$ cat src/rtl/adder_pipe_para.sv
// Pipelined adder/subtractor: the WIDTH-bit carry chain is cut into STAGES equal
// segments with one register stage per segment, plus valid/ready flow control.
module adder_pipe_para #(
  parameter int WIDTH  = 16,
  parameter int STAGES = 4
) (
  input  logic             clk,
  input  logic             rst,
  input  logic             in_valid,
  output logic             in_ready,
  input  logic [WIDTH-1:0] a,
  input  logic [WIDTH-1:0] b,
  input  logic             cin,
  input  logic             sub,
  output logic             out_valid,
  input  logic             out_ready,
  output logic [WIDTH-1:0] s,
  output logic             cout,
  output logic             ovf
);

  localparam int SEG = WIDTH / STAGES;

  if (WIDTH < 2 || STAGES < 1 || (WIDTH % STAGES) != 0) begin : g_param_check
    $error("adder_pipe_para: STAGES must divide WIDTH and WIDTH must be >= 2");
  end

  // Handshake: a transfer happens on a clk edge where valid & ready are both 1.
  // in_ready depends combinationally on out_ready; out_* hold while out_valid & ~out_ready.
  logic [WIDTH-1:0]  beff;
  logic              c0;
  logic [STAGES-1:0] vld;
  logic [STAGES:0]   adv;

  assign beff = sub ? ~b : b;
  assign c0   = sub ? ~cin : cin;

  // adv[k] = ~vld[k] | adv[k+1] unrolled: a stage moves if the output drains or
  // any stage at or above it is empty.
  always_comb begin
    logic full;
    full        = 1'b1;
    adv         = '0;
    adv[STAGES] = out_ready;
    for (int k = STAGES - 1; k >= 0; k--) begin
      full   = full & vld[k];
      adv[k] = out_ready | ~full;
    end
  end

  assign in_ready  = adv[0];
  assign out_valid = vld[STAGES-1];

  for (genvar k = 0; k < STAGES; k++) begin : g_stage
    localparam int LO  = k * SEG;
    localparam int HI  = LO + SEG;
    localparam int REM = WIDTH - HI;

    logic           src_vld;
    logic [SEG-1:0] seg_a;
    logic [SEG-1:0] seg_b;
    logic           c_in;
    logic [SEG:0]   seg_sum;
    logic [HI-1:0]  sum_d;
    logic           load;
    logic           vld_q;
    logic           cy_q;
    logic [HI-1:0]  sum_q;

    if (k == 0) begin : g_src
      assign src_vld = in_valid;
      assign seg_a   = a[SEG-1:0];
      assign seg_b   = beff[SEG-1:0];
      assign c_in    = c0;
      assign sum_d   = seg_sum[SEG-1:0];
    end else begin : g_src
      assign src_vld = g_stage[k-1].vld_q;
      assign seg_a   = g_stage[k-1].g_rem.a_q[SEG-1:0];
      assign seg_b   = g_stage[k-1].g_rem.b_q[SEG-1:0];
      assign c_in    = g_stage[k-1].cy_q;
      assign sum_d   = {seg_sum[SEG-1:0], g_stage[k-1].sum_q};
    end

    assign seg_sum = {1'b0, seg_a} + {1'b0, seg_b} + {{SEG{1'b0}}, c_in};
    assign load    = adv[k] & src_vld;
    assign vld[k]  = vld_q;

    always_ff @(posedge clk) begin
      if (rst) begin
        vld_q <= 1'b0;
        cy_q  <= 1'b0;
        sum_q <= '0;
      end else begin
        if (adv[k]) vld_q <= src_vld;
        if (load) begin
          cy_q  <= seg_sum[SEG];
          sum_q <= sum_d;
        end
      end
    end

    // Operand bits not yet consumed by a segment travel alongside the partial sum.
    if (REM > 0) begin : g_rem
      logic [REM-1:0] a_d;
      logic [REM-1:0] b_d;
      logic [REM-1:0] a_q;
      logic [REM-1:0] b_q;

      if (k == 0) begin : g_rsrc
        assign a_d = a[WIDTH-1:HI];
        assign b_d = beff[WIDTH-1:HI];
      end else begin : g_rsrc
        assign a_d = g_stage[k-1].g_rem.a_q[REM+SEG-1:SEG];
        assign b_d = g_stage[k-1].g_rem.b_q[REM+SEG-1:SEG];
      end

      always_ff @(posedge clk) begin
        if (load) begin
          a_q <= a_d;
          b_q <= b_d;
        end
      end
    end

    if (k == STAGES - 1) begin : g_out
      logic ovf_q;

      // Carry into the MSB is recovered as a ^ b ^ sum at that bit.
      always_ff @(posedge clk) begin
        if (rst) begin
          ovf_q <= 1'b0;
        end else if (load) begin
          ovf_q <= seg_a[SEG-1] ^ seg_b[SEG-1] ^ seg_sum[SEG-1] ^ seg_sum[SEG];
        end
      end

      assign s    = sum_q;
      assign cout = cy_q;
      assign ovf  = ovf_q;
    end
  end

endmodule

$ cat config.mk
export PLATFORM = sky130hd
export DESIGN_NAME = adder_pipe_para
export DESIGN_NICKNAME = d
export VERILOG_FILES = /design/src/rtl/adder_pipe_para.sv
export SDC_FILE = /design/constraint.sdc
export NUM_CORES = 1
export LEC_CHECK = 0
export ABC_AREA = 1
export BUFFER_PORTS_ARGS = -buffer_cell sky130_fd_sc_hd__buf_2
export CORE_UTILIZATION = 63
export CTS_BUF_LIST = sky130_fd_sc_hd__clkbuf_4 sky130_fd_sc_hd__clkbuf_8
export DETAILED_ROUTE_END_ITERATION = 10
export PLACE_DENSITY_LB_ADDON = 0.2
export SLEW_MARGIN = 40
export SYNTH_ARGS = -nofsm -noshare
export SYNTH_HDL_FRONTEND = slang
export SYNTH_SLANG_ARGS = --single-unit
$ cat constraint.sdc
create_clock -name clk -period 4.42 [get_ports clk]
set_input_delay 0.221 -clock clk [delete_from_list [all_inputs] [get_ports clk]]
set_output_delay 0.221 -clock clk [all_outputs]
set_load 0.01 [all_outputs]
Word level (Yosys, flattened, before mapping)
Cells that the tools add are included.
{ "op_classes": {"n_bitwise": 20, "n_addsub": 8, "mux": 2} }
{ "ops": {"columns": ["cell", "count"], "rows": [
  ["4-bit by 4-bit adder with 5-bit output", 4],
  ["5-bit by 1-bit adder with 5-bit output", 4],
  ["16-bit two-way mux", 1],
  ["16-bit NOT", 1],
  ["1-bit bitwise AND", 7],
  ["1-bit NOT", 5],
  ["1-bit bitwise OR", 4],
  ["1-bit XOR", 3],
  ["1-bit two-way mux", 1]
]} }
{ "totals": {"input_bits": 38, "output_inout_bits": 20, "wordCells": 49, "register_bits": 97} }

Logic depth before layout (Yosys ltp)
{ "logic_depth": {"word_depth": 6, "ltp_mapped": 11, "mapped_depth_nobuf": 9} }

Worst setup path before layout
No wires, ideal clock.
{ "synth_timing": {"kind": "input to register", "from": "input sub", "to": "register g_stage[0].cy_q", "arrival_ns": 1.899, "setup_slack_ns": 2.406, "stages": 11, "path_cell_list": "buf_2 buf_4 xor2_1 fa_1 fa_1 inv_1 nor2_1 nor2_1 nand3_1 nand2_1 nor2_1"} }
{ "synth_via": {"elab_chain_cells": 3, "word_cells_on_any_way": 4, "cone_classes": "2 x add/sub; 2 x mux"} }
{ "synth_lines": {"columns": ["element", "line", "rtl"], "rows": [
  ["start: declaration", "14", "input logic sub,"],
  ["16-bit two-way mux", "35", "assign beff = sub ? ~b : b;"],
  ["4-bit by 4-bit adder with 5-bit output", "84", "assign seg_sum = {1'b0, seg_a} + {1'b0, seg_b} + {{SEG{1'b0}}, c_in};"],
  ["5-bit by 1-bit adder with 5-bit output (*)", "84", null],
  ["end signal: assignment", "96", "cy_q <= seg_sum[SEG];"],
  ["end: declaration", "67", "logic cy_q;"]
]} }
Mark *: on every way between the ends. The rest lies on a longest branch, timed or not.
A chain may end at the register's enable or synchronous reset.

Worst setup path in the final report
{ "layout_timing": {"from": "register g_stage[2].g_rem.a_q[0]", "to": "register g_stage[3].g_out.ovf_q, in the netlist ovf"} }
{ "layout_via": {"elab_chain_cells": 4} }
{ "layout_lines": {"columns": ["element", "line", "rtl"], "rows": [
  ["start: declaration", "106", "logic [REM-1:0] a_q;"],
  ["start signal: assignment", "119", "a_q <= a_d;"],
  ["4-bit by 4-bit adder with 5-bit output (*)", "84", null],
  ["5-bit by 1-bit adder with 5-bit output (*)", "84", null],
  ["1-bit XOR", "133", "ovf_q <= seg_a[SEG-1] ^ seg_b[SEG-1] ^ seg_sum[SEG-1] ^ seg_sum[SEG];"],
  ["1-bit XOR (*)", "133", null],
  ["end signal: assignment", "133", null],
  ["end: declaration", "126", "logic ovf_q;"]
]} }
Marks and branches as above.

==> flow_metrics.tcl <==
set metrics [dict create \
    yosys.area.top_type_share_pct 36.28 \
    post_cts_setup_buffers 0 \
    dr.pass1.iters 4 \
    synth_top_cells_by_area "sky130_fd_sc_hd__edfxtp_1 36%, sky130_fd_sc_hd__dfxtp_1 25%, sky130_fd_sc_hd__nor2_1 7.3%" \
    grt_util_all_layers_pct 18.82 \
    synth_largest_area_cell "sky130_fd_sc_hd__edfxtp_1" \
    power.density_cell_area_nw_per_um2 394.0 \
    clock_insertion_delay_at_the_later_pin_of_the_skew_report_ps 350 \
    hold_depth 1 \
    hold_path_end "g_stage[0].g_rem.a_q[4]" \
    floorplan.rows 28 \
    hold_buffers 0 \
    ff2ff_setup_slack_ps 2570 \
    vias_in_the_first_global_route 2170 \
    first_pass_grt_wire_length_um 9246 \
    post_layout_nets 484 \
    leakage_nw 1.928 \
    cts.repair.resized 0 \
    r2r_startpoint "g_stage[2].g_rem.a_q[0]" \
    layoutNonFillerInstCount 506 \
    max_slew.worst_pin.slew_ps 614.9 \
    r2r-end "ovf" \
    post-dp-hpwl_um 4025 \
    port-buffer-count 57 \
    synthesis.area_per_instance_um2 10.71 \
    route.final.wire_length_um 5707 \
    timing_max_transition_violations_final 0 \
    cts_buffers 9 \
    pin_count 58 \
    initial_core_utilization_pct 66.31 \
    timing.critical_path.to_type "flop" \
    critical_path_peak_fanout 2 \
    cts.sink_count 97 \
    drv_cap 0 \
    routedWlPerCell_um 11.28 \
    max-slew-margin-rel_pct 58.91 \
    mappedNetlistArea_um2 3973 \
    post-route-min-period_ps 1849 \
    place_inst 490 \
    timing.critical_path.from_type "flop" \
    timing.final.ws_setup_ps 2571 \
    skew_ps 13.13 \
    finalCritPeriodShare_pct 41.82 \
    cts.reportedPaths.clkPinSlew_ps 80 \
    syn-instance-count 371 \
    core_area_um2 5991 \
    fin_setup_tns_ps 0 \
    finish.instance_area_um2 4466 \
    cts-root-buf "sky130_fd_sc_hd__clkbuf_8" \
    horiz_die_dim_um 81.41 \
    outcome "completed" \
    grt_start_max_net_pins 43 \
    postSynthRegisterBits 97 \
    layout-area-overhead-vs-synth_pct 12.41 \
    rsz0062_at_grt "no" \
    detail_route.vias_per_cell 5.071 \
    max_freq_mhz 541.0 \
    syn-num-nets 429 \
    ys_dominant_reg_cell "sky130_fd_sc_hd__dfxtp_1" \
    max-vdd-ir-drop_v 0.0002830 \
    synth.distinct_cells 25 \
    vias 2566 \
    hp-class "in -> reg" \
    detailed_route_drc_error_count 0 \
    synthArstFlopShare_pct 0 \
    crit_path_start "g_stage[2].g_rem.a_q[0]" \
    totalPowerFinal_mw 1.759 \
    cts_max_path_buffers 2 \
    pre_cts_ws_ps 2272 \
    grt_overflow 0 \
    synth_edf_count 48 \
    design.die.area_um2 6628 \
    number_of_warning_messages_in_the_yosys_log 0 \
    postPlaceCellArea_um2 4267 \
    critical_path_required_ps 4710 \
    place.gp.congestion 0.7280 \
    num_antenna_cells 0 \
    cts-htree-levels 3 \
    grt_antenna_before_repair 0 \
    crit_type "reg -> reg" \
    die-height_um 81.41 \
    ratio_of_cells_with_drive_above_1_in_the_final_layout_pct 19.72 \
    finalSetupViolations 0 \
    timing.critical_path.arrival_ps 2140 \
    worst_hold_startpoint "a[8]" \
    finalHoldViolCount 0 \
    tritoncts "done" \
    seq_area_frac_synth_pct 60.98 \
    drtAntennaViolNets 0 \
    worst-r2r-cell-count 9 \
    initialDrtViolationCount 169 \
]
## registers in the layout, indices dropped and copies added (netlist names)
name	flops
cout	1
g_stage.cy_q	3
g_stage.g_rem.a_q	24
g_stage.g_rem.b_q	24
g_stage.sum_q	24
g_stage.vld_q	3
out_valid	1
ovf	1
s	16
## Yosys cell counts, types with 3 or more instances
| library cell | count |
|---|---|
| sky130_fd_sc_hd__a21oi_1 | 22 |
| sky130_fd_sc_hd__buf_2 | 3 |
| sky130_fd_sc_hd__buf_4 | 4 |
| sky130_fd_sc_hd__buf_6 | 3 |
| sky130_fd_sc_hd__clkbuf_1 | 3 |
| sky130_fd_sc_hd__dfxtp_1 | 49 |
| sky130_fd_sc_hd__edfxtp_1 | 48 |
| sky130_fd_sc_hd__fa_1 | 8 |
| sky130_fd_sc_hd__ha_1 | 12 |
| sky130_fd_sc_hd__inv_1 | 22 |
| sky130_fd_sc_hd__nand2_1 | 36 |
| sky130_fd_sc_hd__nand2_2 | 4 |
| sky130_fd_sc_hd__nand3_1 | 13 |
| sky130_fd_sc_hd__nand3b_1 | 3 |
| sky130_fd_sc_hd__nor2_1 | 77 |
| sky130_fd_sc_hd__o21ai_0 | 33 |
| sky130_fd_sc_hd__o21ai_1 | 3 |
| sky130_fd_sc_hd__xor2_1 | 19 |
## where the power goes
| group | leakage [nW] | internal, mW | total, mW | switching (mW) |
|---|---|---|---|---|
| combinational | 0.962 | 0.0766 | 0.178 | 0.102 |
| sequential | 0.860 | 1.00 | 1.03 | 0.0231 |
| clock | 0.107 | 0.282 | 0.554 | 0.271 |
| total | 1.93 | 1.36 | 1.76 | 0.396 |
## worst max-delay path, cell delays in order, from the launching register on
cell,delay (ps)
sky130_fd_sc_hd__edfxtp_1,410
sky130_fd_sc_hd__fa_1,460
sky130_fd_sc_hd__fa_1,430
sky130_fd_sc_hd__nand2_1,110
sky130_fd_sc_hd__nand2_1,60
sky130_fd_sc_hd__nand2_1,80
sky130_fd_sc_hd__nand2_1,50
sky130_fd_sc_hd__nand3_1,80
sky130_fd_sc_hd__nand2_1,60
sky130_fd_sc_hd__inv_1,50
## per-stage QoR
stage	utilization [%]	hold WS [ps]
6_report	74.54	44.41
5_1_grt	74.54	19.19
4_1_cts	74.54	20.46
3_5_place_dp	71.22	399.1
3_3_place_gp	71.14	397.6
2_1_floorplan	-	319.9
## cells by family after synthesis
| family | synth area share (%) |
|---|---|
| xor gates and xnor gates | 4.630 |
| DFF | 60.98 |
| AOI/OAI and AO/OA | 7.496 |
| and+or+nand+nor | 14.65 |
| adders and majority gates | 7.811 |
| buffers and inverters | 4.441 |
## metal layers
| layer | routed length (um) | up-vias | part of all wire, % | GRT usage (%) |
|---|---|---|---|---|
| met1 | 2613 | 1159 | 46 | 22.96 |
| met4 | 44 | 0 | 0.77 | 6.964 |
| li1 | - | 1335 | - | - |
| met5 | 0 | - | 0 | 0 |
| met3 | 313 | 5 | 5.5 | 5.778 |
| met2 | 2736 | 67 | 48 | 31.42 |
## area by class of cell
| class | instances | area (um2) |
|---|---|---|
| clock inverters | 5 | 53.80 |
| multi-input cells | 238 | 1379 |
| inverters | 23 | 86.33 |
| clock buffers | 11 | 145.1 |
| well taps | 75 | 93.84 |
| flip-flops and latches | 97 | 2422 |
| repair buffers | 57 | 285.3 |
| fillers | 412 | 1525 |
## cells in the final DEF (no fill, tap or decap), types with 2 or more instances in the layout
master,Yosys,layout
sky130_fd_sc_hd__a21oi_1,22,22
sky130_fd_sc_hd__buf_2,3,57
sky130_fd_sc_hd__clkbuf_8,0,10
sky130_fd_sc_hd__clkinv_2,0,3
sky130_fd_sc_hd__dfxtp_1,49,49
sky130_fd_sc_hd__edfxtp_1,48,48
sky130_fd_sc_hd__fa_1,8,8
sky130_fd_sc_hd__ha_1,12,12
sky130_fd_sc_hd__inv_1,22,20
sky130_fd_sc_hd__inv_2,1,3
sky130_fd_sc_hd__nand2_1,36,36
sky130_fd_sc_hd__nand2_2,4,4
sky130_fd_sc_hd__nand3_1,13,13
sky130_fd_sc_hd__nand3b_1,3,3
sky130_fd_sc_hd__nor2_1,77,77
sky130_fd_sc_hd__nor2_4,2,3
sky130_fd_sc_hd__o21ai_0,33,33
sky130_fd_sc_hd__o21ai_1,3,3
sky130_fd_sc_hd__xnor2_1,2,2
sky130_fd_sc_hd__xor2_1,19,19
## worst max path at each step
stage	end
4_1_cts	g_stage[0].g_rem.a_q[7]
3_3_place_gp	g_stage[0].cy_q
6_report	ovf
3_5_place_dp	g_stage[0].cy_q
5_1_grt	ovf
2_1_floorplan	g_stage[0].cy_q
(Power assumes the default switching activity.)
